$ cat config.mk
export PLATFORM = sky130hd
export DESIGN_NAME = cla_64bit
export DESIGN_NICKNAME = d
export VERILOG_FILES = /design/src/rtl/cla_64bit.sv
export SDC_FILE = /design/constraint.sdc
export NUM_CORES = 1
export LEC_CHECK = 0
export ABC_CLOCK_PERIOD_IN_PS = 8880
export BUFFER_PORTS_ARGS = -buffer_cell sky130_fd_sc_hd__buf_2
export CORE_MARGIN = 10
export CORE_UTILIZATION = 52
export DETAILED_ROUTE_END_ITERATION = 8
export PLACE_DENSITY = 0.9
export SETUP_SLACK_MARGIN = 0.02
export SYNTH_ARGS = -nofsm -noshare
export SYNTH_HDL_FRONTEND = slang
export SYNTH_SLANG_ARGS = --single-unit
$ cat constraint.sdc
create_clock -name CLK -period 8.88 [get_ports CLK]
set_clock_uncertainty 0.1 [all_clocks]
set_input_delay 0.444 -clock CLK [delete_from_list [all_inputs] [get_ports CLK]]
set_output_delay 0.444 -clock CLK [all_outputs]
set_load 0.02 [all_outputs]
$ cat src/rtl/cla_64bit.sv
// 64-bit registered hierarchical carry-lookahead adder (4-bit groups, 16-bit blocks).
// Define CLA_IN_REG_EN to register operands ahead of the core (2-cycle latency).

module cla_lcu4 (
    input  logic [3:0] g_i,
    input  logic [3:0] p_i,
    input  logic       c_i,
    output logic [3:0] c_o,
    output logic       g_o,
    output logic       p_o
);
    // c_o[k] is the carry into slice k; group G/P never depend on c_i
    assign c_o[0] = c_i;
    assign c_o[1] = g_i[0]
                  | (p_i[0] & c_i);
    assign c_o[2] = g_i[1]
                  | (p_i[1] & g_i[0])
                  | (p_i[1] & p_i[0] & c_i);
    assign c_o[3] = g_i[2]
                  | (p_i[2] & g_i[1])
                  | (p_i[2] & p_i[1] & g_i[0])
                  | (p_i[2] & p_i[1] & p_i[0] & c_i);
    assign g_o    = g_i[3]
                  | (p_i[3] & g_i[2])
                  | (p_i[3] & p_i[2] & g_i[1])
                  | (p_i[3] & p_i[2] & p_i[1] & g_i[0]);
    assign p_o    = &p_i;
endmodule

module cla_64bit (
    input  logic [63:0] in_a,
    input  logic [63:0] in_b,
    input  logic        cin,
    output logic [63:0] sum,
    output logic        cout,
    input  logic        CLK,
    input  logic        reset
);
    logic [63:0] op_a;
    logic [63:0] op_b;
    logic        op_c;

`ifdef CLA_IN_REG_EN
    logic [63:0] a_q;
    logic [63:0] b_q;
    logic        cin_q;

    always_ff @(posedge CLK) begin
        if (!reset) begin
            a_q   <= '0;
            b_q   <= '0;
            cin_q <= 1'b0;
        end else begin
            a_q   <= in_a;
            b_q   <= in_b;
            cin_q <= cin;
        end
    end

    assign op_a = a_q;
    assign op_b = b_q;
    assign op_c = cin_q;
`else
    assign op_a = in_a;
    assign op_b = in_b;
    assign op_c = cin;
`endif

    logic [63:0] g;
    logic [63:0] p;
    logic [63:0] c;
    logic [15:0] grp_g;
    logic [15:0] grp_p;
    logic [15:0] grp_c;
    logic [3:0]  blk_g;
    logic [3:0]  blk_p;
    logic [3:0]  blk_c;
    logic        top_g;
    logic        top_p;

    assign g = op_a & op_b;
    assign p = op_a ^ op_b;

    // Level 1: bit carries inside each 4-bit group
    for (genvar k = 0; k < 16; k++) begin : g_grp
        cla_lcu4 u_grp (
            .g_i (g[4*k +: 4]),
            .p_i (p[4*k +: 4]),
            .c_i (grp_c[k]),
            .c_o (c[4*k +: 4]),
            .g_o (grp_g[k]),
            .p_o (grp_p[k])
        );
    end

    // Level 2: group carries inside each 16-bit block
    for (genvar j = 0; j < 4; j++) begin : g_blk
        cla_lcu4 u_blk (
            .g_i (grp_g[4*j +: 4]),
            .p_i (grp_p[4*j +: 4]),
            .c_i (blk_c[j]),
            .c_o (grp_c[4*j +: 4]),
            .g_o (blk_g[j]),
            .p_o (blk_p[j])
        );
    end

    // Level 3: block carries and final carry-out
    cla_lcu4 u_top (
        .g_i (blk_g),
        .p_i (blk_p),
        .c_i (op_c),
        .c_o (blk_c),
        .g_o (top_g),
        .p_o (top_p)
    );

    logic [63:0] sum_d;
    logic [63:0] sum_q;
    logic        cout_d;
    logic        cout_q;

    assign sum_d  = p ^ c;
    assign cout_d = top_g | (top_p & op_c);

    always_ff @(posedge CLK) begin
        if (!reset) begin
            sum_q  <= '0;
            cout_q <= 1'b0;
        end else begin
            sum_q  <= sum_d;
            cout_q <= cout_d;
        end
    end

    assign sum  = sum_q;
    assign cout = cout_q;
endmodule

==> flow_summary.toml <==
[cts]
cts_tree = "done"
cts_root_buffer = "clkbuf_8"
h-tree-depth = 3
cts_resized = 0
clock_sinks = 65
holdBufCountCts = 0
clk_path_buf_depth = 2
cts_setup_buffers = 0
clk_transition_reported_paths_ns = 0.07
numCtsBuffers = 9

[finish]
final_common_cell = "buf_2"
multi_input_area_um2 = 3090
syn2layout_area_growth_pct = 28.0
fillCellCount = 655
nNetsFinal = 884
finalNonFillerCells = 783
antenna_cells = 0
drive_above_1_share_pct = 32.4
seqCellArea_um2 = 1300
layout_common_cells = "buf_2 (195), dfxtp_1 (65), ha_1 (64), and2_1 (50), a21oi_1 (35)"

[synthesis]
synth.net_count = 685
synth_edf_count = 0
postSynthCellCount = 474
synth_cell_types = 56
synth_seq_cells = 65
synth_top_cell_area_share_pct = 29.0
ys.flop_type = "dfxtp_1"
synthArstFlopShare_pct = 0
ys_warn_count = 0
synth_area_leaders = "dfxtp_1 (29%), ha_1 (18%), fa_1 (7.1%)"
avgSynthCellArea_um2 = 9.48
syn_area_um2 = 4490
seq_area_frac_synth_pct = 29.0
yosys.area.top_type = "dfxtp_1"

[hold_path]
hold_path_class = "in -> reg"

[place]
hpwlAfterDp_um = 11000
dp_cells = 767
gp_congestion = 0.885
dp_slack_ns = 4.79
io_buffers = 195

[timing]
tightestPinTransition_ns = 0.756
hold_viol = 0
hold_ws_ns = 0.345
setup_violations = 0
rsz0062_at_grt = "no"
slew-limit-headroom_pct = 49.2
worst_slack_ns = 5.07
fmax_ghz = 0.262
period_share_pct = 42.9
finalSetupTns_ns = 0
post-route-min-period_ns = 3.81
slew_violations = 0

[drt]
vias_per_cell = 5.37
drc_errors = 0
drtIter0Drc = 155
antenna_left = 0
routed_wl_um = 13000
vias = 4201
routedWlPerCell_um = 16.6
drt_pass1_iterations = 4

[worst_setup_path]
slowest_stage = "a41oi_1"
cp_cell_sequence = "buf_2 > ha_1 > and4_4 > a221o_1 > a311oi_2 > nor4_1 > o311a_1 > o22a_1 > a41oi_1 > nand2b_1 > fa_1 > xor2_1 > and2_1"
crit_start = "in_a[5]"
endpoint = "sum[53]"
arrival_ns = 3.93
cp_slowest_stage_delay_ns = 0.49
crit_path_end_kind = "flip-flop"
start_kind = "input pin"
path_class = "in -> reg"
crit_required_ns = 9.00
cp_max_fo = 6

[power_and_ir_drop]
p_leak_nw = 2.98
power_density_nw_per_um2 = 159
ir_drop_mv = 0.0861

[die]
num_rows = 33
fp.dieH_um = 113
die_x_um = 113
io_pins = 196
start_util_pct = 54.1
coreArea_um2 = 8300
dieArea_um2 = 12800

[grt]
grt_pass1_wl_um = 20200
grt_remaining_overflow = 0
grt_max_degree = 80
antenna_found_initial = 0
grt_pass1_vias = 4364
grt.total_usage_pct = 18.8

[run_status]
status = "complete, no violations"

[job]
cap_violations = 0
## worst min-delay path by stage
stage	start	cells past startpoint	slack (ns)	end
6_report	in_b[63]	4	0.35	cout
3_3_place_gp	in_b[63]	4	0.68	cout
3_5_place_dp	in_b[63]	4	0.68	cout
4_1_cts	in_b[63]	4	0.33	cout
5_1_grt	in_b[63]	4	0.36	cout
2_1_floorplan	reset	2	0.56	sum[54]
## power breakdown
| part | switching, mW | total, mW | leakage, nW | internal, mW |
|---|---|---|---|---|
| Clock | 0.110 | 0.226 | 0.0932 | 0.116 |
| Combinational | 0.199 | 0.347 | 2.34 | 0.148 |
| Sequential | 0.00973 | 0.342 | 0.542 | 0.333 |
| Total | 0.319 | 0.915 | 2.98 | 0.597 |
## critical path, delay by kind of cell
kind | cells | cell delay [ns]
buffers and inverters | 1 | 0.11
adder cells (fa/ha/maj) | 2 | 0.76
AND/OR/NAND/NOR | 4 | 0.71
XOR/XNOR | 1 | 0.16
AO/OA/AOI/OAI | 5 | 1.74
## cells in the mapped netlist (all sizes together), types with 6 or more instances
| master | number |
|---|---|
| nand2 | 32 |
| fa | 16 |
| mux2i | 7 |
| clkbuf | 8 |
| o21ai | 21 |
| nand3 | 7 |
| nand4 | 7 |
| nor2 | 11 |
| xor2 | 21 |
| nand2b | 11 |
| xnor2 | 15 |
| a21oi | 35 |
| and2 | 50 |
| dfxtp | 65 |
| inv | 20 |
| a21o | 13 |
| ha | 64 |
| nor2b | 6 |
## state kept, by name (all words and copies together) (netlist names)
name / cells
sum: 64
cout: 1
## per-stage QoR
stage,util (%),cell area [um2],power (mW)
finish,69.3,5750,0.915
global route,69.3,5750,0.971
CTS,69.3,5750,0.925
detailed placement,67.2,5580,0.696
global placement,67.2,5580,0.679
floorplan,-,4490,0.575
## kinds of logic after synthesis
family          Yosys count  synth area share [%]
simple gates            150                  18.9
compound gates          108                  16.2
fa+ha+maj                80                  25.0
flops                    65                  29.0
xor+xnor                 36                  7.02
buf+inv                  28                  2.34
mux                       7                  1.56
## per-layer routing
| metal | up-vias | global-route usage [%] | wire [um] |
|---|---|---|---|
| li1 | 2088 | - | - |
| met1 | 1961 | 18.9 | 4960 |
| met2 | 137 | 36.0 | 7020 |
| met3 | 15 | 5.71 | 841 |
| met4 | 0 | 5.75 | 194 |
| met5 | - | 0 | 0 |
## layout make-up
type / count / share of cell area (%)
Inverter: 20 / 1.31
Tap cell: 105 / 2.28
Sequential cell: 65 / 22.6
Multi-Input combinational cell: 381 / 53.7
Timing Repair Buffer: 196 / 17.1
Clock buffer: 13 / 2.76
Clock inverter: 3 / 0.261
Note: power is estimated with default switching activity, not from simulation.
